**src/rtl/mem_access_unit.sv**
```systemverilog
// Memory-stage load/store unit: alignment check, byte-lane generation and a
// req/ack data-bus handshake with timeout, stalling the pipeline while busy.
module mem_access_unit #(
    parameter int TIMEOUT = 255,
    parameter int CNT_W   = 8
) (
    input  logic        clk,
    input  logic        rst,
    input  logic        mem_valid,
    input  logic        MemRead,
    input  logic        MemWrite,
    input  logic [2:0]  funct3,
    input  logic [31:0] addr,
    input  logic [63:0] store_data,
    output logic        mem_req,
    output logic        mem_we,
    output logic [31:0] mem_addr,
    output logic [7:0]  mem_be,
    output logic [63:0] mem_wdata,
    input  logic [63:0] mem_rdata,
    input  logic        mem_ack,
    output logic [63:0] read_data,
    output logic        stall,
    output logic        done,
    output logic        acc_fault,
    output logic        bus_err
);

    typedef enum logic [1:0] {IDLE, BUSY, RESP} state_t;

    state_t           state;
    logic [CNT_W-1:0] counter;
    logic [2:0]       off_q;
    logic             is_load;

    logic             start;
    logic             misaligned;
    logic             illegal;
    logic             timeout_hit;
    logic [2:0]       off;
    logic [7:0]       be_base;

    // funct3[1:0] encodes the access size for both loads and stores
    always_comb begin
        start      = mem_valid & (MemRead | MemWrite);
        off        = addr[2:0];
        be_base    = 8'h01;
        misaligned = 1'b0;
        case (funct3[1:0])
            2'b00: be_base = 8'h01;
            2'b01: begin
                be_base    = 8'h03;
                misaligned = addr[0];
            end
            2'b10: begin
                be_base    = 8'h0F;
                misaligned = |addr[1:0];
            end
            default: begin
                be_base    = 8'hFF;
                misaligned = |addr[2:0];
            end
        endcase
        illegal = (MemRead & MemWrite)
                | (MemRead & (funct3 == 3'b111))
                | (MemWrite & funct3[2])
                | misaligned;
        timeout_hit = (counter == CNT_W'(TIMEOUT - 1));
        stall = (state == BUSY) | ((state == IDLE) & start & ~illegal);
    end

    always_ff @(posedge clk) begin
        if (rst) begin
            state     <= IDLE;
            counter   <= '0;
            off_q     <= '0;
            is_load   <= 1'b0;
            mem_req   <= 1'b0;
            mem_we    <= 1'b0;
            mem_addr  <= '0;
            mem_be    <= '0;
            mem_wdata <= '0;
            read_data <= '0;
            done      <= 1'b0;
            acc_fault <= 1'b0;
            bus_err   <= 1'b0;
        end else begin
            done      <= 1'b0;
            acc_fault <= 1'b0;
            bus_err   <= 1'b0;
            case (state)
                IDLE: begin
                    if (start) begin
                        if (illegal) begin
                            acc_fault <= 1'b1;
                        end else begin
                            mem_req   <= 1'b1;
                            mem_we    <= MemWrite;
                            mem_addr  <= {addr[31:3], 3'b000};
                            mem_be    <= MemWrite ? (be_base << off) : 8'hFF;
                            mem_wdata <= MemWrite ? (store_data << {off, 3'b000}) : '0;
                            off_q     <= off;
                            is_load   <= MemRead;
                            counter   <= '0;
                            state     <= BUSY;
                        end
                    end
                end
                BUSY: begin
                    counter <= counter + 1'b1;
                    // an ack in the timeout cycle still completes normally
                    if (mem_ack) begin
                        mem_req <= 1'b0;
                        done    <= 1'b1;
                        if (is_load) begin
                            read_data <= mem_rdata >> {off_q, 3'b000};
                        end
                        state <= RESP;
                    end else if (timeout_hit) begin
                        mem_req   <= 1'b0;
                        done      <= 1'b1;
                        bus_err   <= 1'b1;
                        read_data <= '0;
                        state     <= RESP;
                    end
                end
                RESP: begin
                    counter <= '0;
                    state   <= IDLE;
                end
                default: state <= IDLE;
            endcase
        end
    end

endmodule

```
**config.mk**
```make
export PLATFORM = sky130hd
export DESIGN_NAME = mem_access_unit
export DESIGN_NICKNAME = d
export VERILOG_FILES = /design/src/rtl/mem_access_unit.sv
export SDC_FILE = /design/constraint.sdc
export NUM_CORES = 1
export LEC_CHECK = 0
export ABC_AREA = 1
export ABC_CLOCK_PERIOD_IN_PS = 2000
export CAP_MARGIN = 20
export CORE_ASPECT_RATIO = 0.8
export CORE_MARGIN = 4
export CORE_UTILIZATION = 47
export DETAILED_ROUTE_END_ITERATION = 6
export PLACE_DENSITY = 0.93
export SYNTH_ARGS = -nofsm -noshare
export SYNTH_HDL_FRONTEND = slang
export SYNTH_SLANG_ARGS = --single-unit
```
**constraint.sdc**
```tcl
create_clock -name clk -period 2 [get_ports clk]
set_input_delay 0.3 -clock clk [delete_from_list [all_inputs] [get_ports clk]]
set_output_delay 0.3 -clock clk [all_outputs]
set_load 0.02 [all_outputs]
```
==> flow_metrics.tcl <==
set metrics [dict create \
    status "completed" \
    powerDensity_nw_per_um2 608 \
    finalPower_w 0.00917 \
    dp_cells 2341 \
    cts_hold_buf 0 \
    hold_class "in -> reg" \
    syn_inst 1768 \
    critical_path_class "in -> out" \
    period_minus_slack_ns 1.87 \
    synth_seq_area_share_pct 34.4 \
    grtUsageTotal_pct 32.1 \
    routed_wl_um 42500 \
    cts_root_buf "clkbuf_16" \
    final_cell_mix "nand2_1, clkdlybuf4s50_1, nand3_1" \
    critPathMaxStageDelay_ns 0.53 \
    clock_path_buffers 2 \
    rsz0062_at_grt "no" \
    timing.final.ws_setup_ns 0.127 \
    core_area_sq_um 22400 \
    slowest_stage "clkdlybuf4s50_1" \
    maxSlewHeadroom_pct 57.3 \
    critPathMaxFanout 3 \
    finalSetupTns_ns 0 \
    cts_tree "built" \
    cts_buffers 17 \
    tightest_slew_ns 0.636 \
    setup_viol 0 \
    io_pins 343 \
    die_w_um 177 \
    period_share_pct 93.6 \
    synth_edf_count 0 \
    drc 0 \
    synth.ff_latch_count 184 \
    crit_required_ns 1.70 \
    wl_per_cell_um 17.9 \
    viasPerCell 5.55 \
    clkSinkCount 184 \
    ant_nets 0 \
    finalHoldViolCount 0 \
    dr.pass1.iters 6 \
    syn_area_per_cell_sq_um 6.06 \
    path_delay_family "buffers and inverters" \
    portBuffers 339 \
    maxSlewViolCount 0 \
    grt_max_degree 122 \
    gp_congestion 1.02 \
    dp_hpwl_um 31900 \
    gr-total-overflow 0 \
    area_delta_synth_final_pct 41.0 \
    first_global_vias 11705 \
    syn_area_sq_um 10700 \
    worstSetupStartpointType "input pin" \
    fmax_ghz 0.534 \
    synth_cell_types 34 \
    clk_latency_ns 0.44 \
    critical_path_buf_inv_count 3 \
    stdcell_count 2373 \
    worst_path_most_repeated_cell "nand2_1" \
    grt_pass1_wl_um 64300 \
    layout_commonest_cell "nand2_1" \
    irDropWorstVdd_mv 0.612 \
    yosys_most_used_dff "dfxtp_1" \
    initial_core_util_pct 47.7 \
    end_kind "primary output" \
    dp_worst_setup_slack_ns -0.315 \
    path_clk_slew_ns 0.06 \
    crit_arrival_ns 1.57 \
    h-tree-depth 4 \
    layout-drive-gt1-share_pct 6.05 \
    cap_violations 0 \
    path_cells "clkdlybuf4s50_1, inv_1, nor2_1, nand2_1, nand2_1, nor2_4, nand3_4, nand2_1, buf_2" \
    diodes 0 \
    drt_iter0_markers 2033 \
    vias 13172 \
    antenna_found_initial 0 \
    rows 49 \
    synth_warnings 0 \
    finClkSkew_ns 0.0109 \
    die_area_sq_um 25300 \
    p_leak_nw 5.94 \
    die_y_um 143 \
    async_flop_share_pct 0 \
    postLayoutCoreUtil_pct 67.3 \
    final_net_count 2225 \
]
==> report_power, final <==
part | leakage (nW) | internal (W) | switching (W) | total (W)
clock network | 0.243 | 0.00160 | 0.00147 | 0.00307
registers | 1.49 | 0.00376 | 0.0000645 | 0.00382
logic | 4.21 | 0.000933 | 0.00135 | 0.00228
total | 5.94 | 0.00629 | 0.00288 | 0.00917
==> flip-flops by register name, summed over array words and instances, names as in the netlist <==
signal,cells
acc_fault,1
bus_err,1
counter,8
done,1
is_load,1
mem_addr,29
mem_be,8
mem_req,1
mem_wdata,64
mem_we,1
off_q,3
read_data,64
state,2
==> final cells by class <==
type	count	area, sq um
Clock buffer	23	448
Inverter	67	251
Fill cell	1993	7340
Tap cell	306	383
Multi-Input combinational cell	1376	6160
Clock inverter	9	67.6
Sequential cell	184	3680
Timing Repair Buffer	408	4110
==> final timing paths <==
| path | slack (ns) | depth (start not counted) | from | endpoint |
|---|---|---|---|---|
| setup / recovery | 0.13 | 9 | funct3[1] | stall |
| hold / removal | 0.44 | 3 | rst | done |
| setup reg to reg | 0.16 | 10 | state[1] | mem_wdata[14] |
| hold reg to reg | 0.46 | 2 | read_data[18] | read_data[18] |
==> worst min-delay path, stage by stage <==
cell    delay [ns]
buf_4         0.13
buf_12        0.24
nor2_1        0.15
==> layer usage <==
| layer | up-vias | part of all wire (%) | global-route usage (%) |
|---|---|---|---|
| met5 | - | 0 | 0 |
| met4 | 0 | 2.4 | 8.83 |
| met3 | 65 | 12 | 9.40 |
| met2 | 742 | 43 | 47.1 |
| met1 | 6002 | 42 | 46.1 |
| li1 | 6363 | - | - |
==> through the flow <==
step / hold WS (ns) / area (sq um)
2_1_floorplan: 0.379 / 10700
3_3_place_gp: 0.449 / 14600
3_5_place_dp: 0.454 / 14600
4_1_cts: 0.441 / 15100
5_1_grt: 0.446 / 15100
6_report: 0.435 / 15100
==> synthesized netlist by cell type, types with 2 or more instances <==
master    instances  area [sq um]
nor2_4            2          22.5
dfxtp_1         184          3680
inv_1            58           218
nand2_1         551          2070
buf_6             4          45.0
nor2_1          208           781
o21ai_1          17          85.1
o211ai_1         34           255
nand4_1           8          50.1
clkbuf_1         65           244
o21ai_0          79           395
buf_4             9          67.6
nand3_1         285          1430
buf_2            51           255
a21oi_1         156           781
nor2_2            4          25.0
nor3_1           11          55.1
nand2_2           3          18.8
nand3_2           2          20.0
inv_2             5          18.8
clkinv_1          4          15.0
or2_2             2          12.5
ha_1              2          25.0
buf_1            14          52.6
==> cells by family after synthesis <==
family	share of synthesized area [%]
xor+xnor	0.0818
buf+inv	8.56
fa+ha+maj	0.234
flops	34.4
compound gates	14.6
simple gates	42.1
other cells	0.0350
==> timing repair <==
| item | 4_1_cts | 5_1_grt |
|---|---|---|
| gates resized for setup | 4 | 7 |
| buffers inserted | 0 | 0 |
| setup endpoints to repair | 1 | 4 |
Note: power is estimated with default switching activity, not from simulation.
